==> config.mk <==
export PLATFORM = sky130hd
export DESIGN_NAME = decodificador_hora
export DESIGN_NICKNAME = d
export VERILOG_FILES = /design/src/rtl/decodificador_hora.sv
export SDC_FILE = /design/constraint.sdc
export NUM_CORES = 1
export LEC_CHECK = 0
export CAP_MARGIN = 25
export CORE_UTILIZATION = 38
export CTS_CLUSTER_SIZE = 25
export DETAILED_ROUTE_END_ITERATION = 16
export PLACE_DENSITY = 0.67
export SYNTH_ARGS = -nofsm -noshare
export SYNTH_HDL_FRONTEND = slang
export SYNTH_SLANG_ARGS = --single-unit
==> constraint.sdc <==
create_clock -name clk_i -period 4.89 [get_ports clk_i]
set_clock_uncertainty 0.2 [all_clocks]
set_input_delay 0.978 -clock clk_i [delete_from_list [all_inputs] [get_ports clk_i]]
set_output_delay 0.978 -clock clk_i [all_outputs]
set_load 0.02 [all_outputs]
==> src/rtl/decodificador_hora.sv <==
// Converts a packed BCD hour byte (12h or 24h form) into a binary 24h hour for the
// hour counter's load port, with digit/range validation and one-cycle done/error pulses.
module decodificador_hora #(
    parameter logic [4:0] HORA_RST = 5'd0,
    parameter logic       PM_RST   = 1'b0
) (
    input  logic       clk_i,
    input  logic       rst_ni,
    input  logic       in_valid_i,
    output logic       in_ready_o,
    input  logic [7:0] hora_in_i,
    output logic [4:0] hora_bin_o,
    output logic       pm_o,
    output logic       hora_ok_o,
    output logic       err_o
);

    typedef enum logic [2:0] {
        StIdle,
        StCapture,
        StConvert,
        StMap,
        StDone,
        StError
    } state_e;

    state_e     state_q, state_d;
    logic [6:0] byte_q, byte_d;
    logic [4:0] val_q, val_d;
    logic [4:0] hora_bin_q, hora_bin_d;
    logic       pm_q, pm_d;
    logic       hora_ok_q, err_q;

    logic       mode12, pm_flag, digit_bad, range_bad;
    logic [1:0] tens;
    logic [3:0] units;
    logic [4:0] tens_w, val_calc, mapped;
    logic       unused_bit7;

    // Bit 7 of the input byte carries no meaning in either format.
    assign unused_bit7 = hora_in_i[7];

    assign mode12    = byte_q[6];
    assign pm_flag   = byte_q[5];
    assign tens      = mode12 ? {1'b0, byte_q[4]} : byte_q[5:4];
    assign units     = byte_q[3:0];
    assign tens_w    = {3'b000, tens};
    assign val_calc  = (tens_w << 3) + (tens_w << 1) + {1'b0, units};
    assign digit_bad = (units > 4'd9) || (!mode12 && tens > 2'd2) || (mode12 && tens > 2'd1);
    assign range_bad = mode12 ? ((val_calc == 5'd0) || (val_calc > 5'd12)) : (val_calc > 5'd23);

    always_comb begin
        mapped = val_q;
        if (mode12) begin
            if (pm_flag) begin
                mapped = (val_q == 5'd12) ? 5'd12 : val_q + 5'd12;
            end else begin
                mapped = (val_q == 5'd12) ? 5'd0 : val_q;
            end
        end
    end

    always_comb begin
        state_d    = state_q;
        byte_d     = byte_q;
        val_d      = val_q;
        hora_bin_d = hora_bin_q;
        pm_d       = pm_q;
        unique case (state_q)
            StIdle: begin
                if (in_valid_i) begin
                    byte_d  = hora_in_i[6:0];
                    state_d = StCapture;
                end
            end
            StCapture: state_d = digit_bad ? StError : StConvert;
            StConvert: begin
                val_d   = val_calc;
                state_d = range_bad ? StError : StMap;
            end
            StMap: begin
                hora_bin_d = mapped;
                pm_d       = (mapped >= 5'd12);
                state_d    = StDone;
            end
            StDone, StError: state_d = StIdle;
            default: state_d = StIdle;
        endcase
    end

    always_ff @(posedge clk_i) begin
        if (!rst_ni) begin
            state_q    <= StIdle;
            byte_q     <= '0;
            val_q      <= '0;
            hora_bin_q <= HORA_RST;
            pm_q       <= PM_RST;
            hora_ok_q  <= 1'b0;
            err_q      <= 1'b0;
        end else begin
            state_q    <= state_d;
            byte_q     <= byte_d;
            val_q      <= val_d;
            hora_bin_q <= hora_bin_d;
            pm_q       <= pm_d;
            hora_ok_q  <= (state_d == StDone);
            err_q      <= (state_d == StError);
        end
    end

    assign in_ready_o = (state_q == StIdle);
    assign hora_bin_o = hora_bin_q;
    assign pm_o       = pm_q;
    assign hora_ok_o  = hora_ok_q;
    assign err_o      = err_q;

endmodule

==> results.md <==
- IO Port Bufs: 18
- Die footprint: 3400 um^2
- Post-Syn Area: 1200 um^2
- Mapped Cells: 136
- Syn-to-layout area delta: 17.9%
- YS warnings: 0
- Total power: 0.457 mW
- Largest net degree at the start of global routing: 17
- Clock-pin slew on the worst setup and hold paths: 0.13 ns
- Iteration count of the initial detailed-routing pass: 4
- Number of flops mapped to enable cells by yosys: 0
- Average size of a mapped cell: 8.85 um^2
- Drt initial violations: 15
- Detailed-route wire length: 2.37 mm
- Core Area: 3030 um^2
- Postcts setup bufs: 0
- Cell Area, Placed: 1390 um^2
- Fin. max-slew vios: 0
- I/O pins: 20
- Via Count: 971
- Hold_buf cts: 0
- Vias in the first global route: 907
- Tightest Pin Transition: 0.564 ns
- First-pass GRT wire length: 4.04 mm
- Status: complete, no violations
- Nets: 166
- Finished Cell Area: 1420 um^2
- Cell row count: 20
- Leak pwr: 0.520 nW
- RSZ-0062 raised after global routing: false
- Yosys reg bits: 23
- ANT nets after route: 0
- WP data required: 3.71 ns
- Initial antenna violation count: 0
- Rel. slew slack: 62.3%
- Crit path max fanout: 8
- # resized after CTS: 0
- Layout cell share with drive strength beyond 1: 7.33%
- Buffer depth of the longest clock path: 2
- Max VDD drop: 0.175 mV
- Final Hold Fails: 0
- GPL Wtd Cong: 0.791
- Setup slack, reg-to-reg: 3.06 ns
- Clock Tree Root: clkbuf_4
- Worst skew pair latency: 0.31 ns
- Seq/Total Area, Yosys: 38.3%
- DP Wirelength: 1.72 mm
- CTS tree: yes
- H-tree Lvls: 1
- Setup Viol. Count Final: 0
- Total grt overflow: 0
- Maxcap violations: 0
- Top FF cell, synth: dfxtp_1
- Max Fclk: 0.364 GHz
- Sink Count: 23
- Fin crit share: 56.2%
- DR WL/cell: 12.2 um
- CP Capture Type: output pin
- Startpoint types: register
- Antenna Diode Count: 0
- Gr usage total: 15.6%
- Vert. Die Dim: 58.3 um
- Initial Util: 39.8%
- Vias/cell: 5.01
- Pwr/cell area: 322 nW/um^2
- CP arrival: 1.57 ns
- CTS Buf Count: 3
- Crit path time final: 2.75 ns
- Synth unique cells: 40
- Syn Nets: 151
- Die width: 58.3 um
- Final TNS setup: 0 ns
- Worst min path class: reg2reg
- # DRC: 0
- Asr flop ratio synth: 0%
- WS Path Type: reg2out
[path summary, 6_finish.rpt]
check | startpoint | to | depth (start not counted)
setup / recovery | state_q[0] | in_ready_o | 2
hold / removal | hora_bin_o[4] | hora_bin_o[4] | 2
setup reg to reg | byte_q[4] | state_q[1] | 5
hold reg to reg | hora_bin_o[4] | hora_bin_o[4] | 2
[area by class of cell]
cell class	instances	area (um^2)
clock buffer	4	26.3
fill	312	1610
inverter	6	22.5
multi-input combinational	99	674
sequential	23	460
tap	44	55.1
timing repair buffer	18	180
[cells by family (layout without fill, tap and decap cells)]
logic type	count (synthesis)	count (layout)	synth area share (%)
compound gates	32	32	18.2
xor+xnor	4	4	2.91
fa+ha+maj	4	4	4.16
buf+inv	14	28	5.72
flops	23	23	38.3
mux	13	13	10.8
simple gates	46	46	20.0
[synth_stat cells, types with 3 or more instances]
master	instances	area (um^2)
dfxtp_1	23	460
nor2_1	21	78.8
mux2i_1	13	130
a21oi_1	9	45.0
inv_1	6	22.5
o21ai_0	6	30.0
nand2_1	5	18.8
buf_2	4	20.0
ha_1	4	50.1
nor2b_1	3	18.8
nor3_1	3	15.0
xnor2_1	3	26.3
[metrics by stage]
step                      cells  hold slack, ns  utilization, %  worst slack (ns)
after detailed placement    190           0.284            46.0              2.19
after global placement      190           0.282            46.0              2.21
final                       194           0.307            46.9              2.14
after CTS                   194           0.310            46.9              2.13
after global routing        194           0.349            46.9              2.06
after floorplan             136           0.283               -              2.93
[worst max-delay path, cell delays in order, from the launching register on]
cell,delay [ns]
dfxtp_1,0.41
nor3_2,0.22
clkdlybuf4s50_1,0.63
[state kept, by name (all words and copies together) (netlist names)]
signal	count
byte_q	7
hora_bin_o	5
val_q	5
state_q	3
err_o	1
hora_ok_o	1
pm_o	1
[power by group]
part           switching, mW  total [mW]  leakage [nW]  internal [mW]
registers             0.0237       0.230         0.187          0.206
logic                 0.0723       0.139         0.317         0.0671
clock network         0.0560      0.0878        0.0150         0.0319
total                  0.152       0.457         0.520          0.305
[routing by layer]
metal | global-route usage, % | part of all wire, %
met5 | 0 | 0
met3 | 4.69 | 3.4
met1 | 20.6 | 50
met4 | 2.04 | 0.63
met2 | 25.9 | 46
[cells in the final DEF (no fill, tap or decap), drive strengths merged, types with 3 or more instances in the layout]
| cell | netlist | routed |
|---|---|---|
| a21oi | 9 | 9 |
| nor3 | 4 | 4 |
| nor2b | 3 | 3 |
| inv | 6 | 6 |
| a211oi | 3 | 3 |
| xnor2 | 3 | 3 |
| ha | 4 | 4 |
| nor2 | 21 | 21 |
| nand2 | 5 | 5 |
| dfxtp | 23 | 23 |
| clkdlybuf4s50 | 0 | 18 |
| clkbuf | 2 | 4 |
| nor3b | 3 | 3 |
| mux2i | 13 | 13 |
| o21ai | 7 | 7 |
Power figures use the tool's default switching activity.
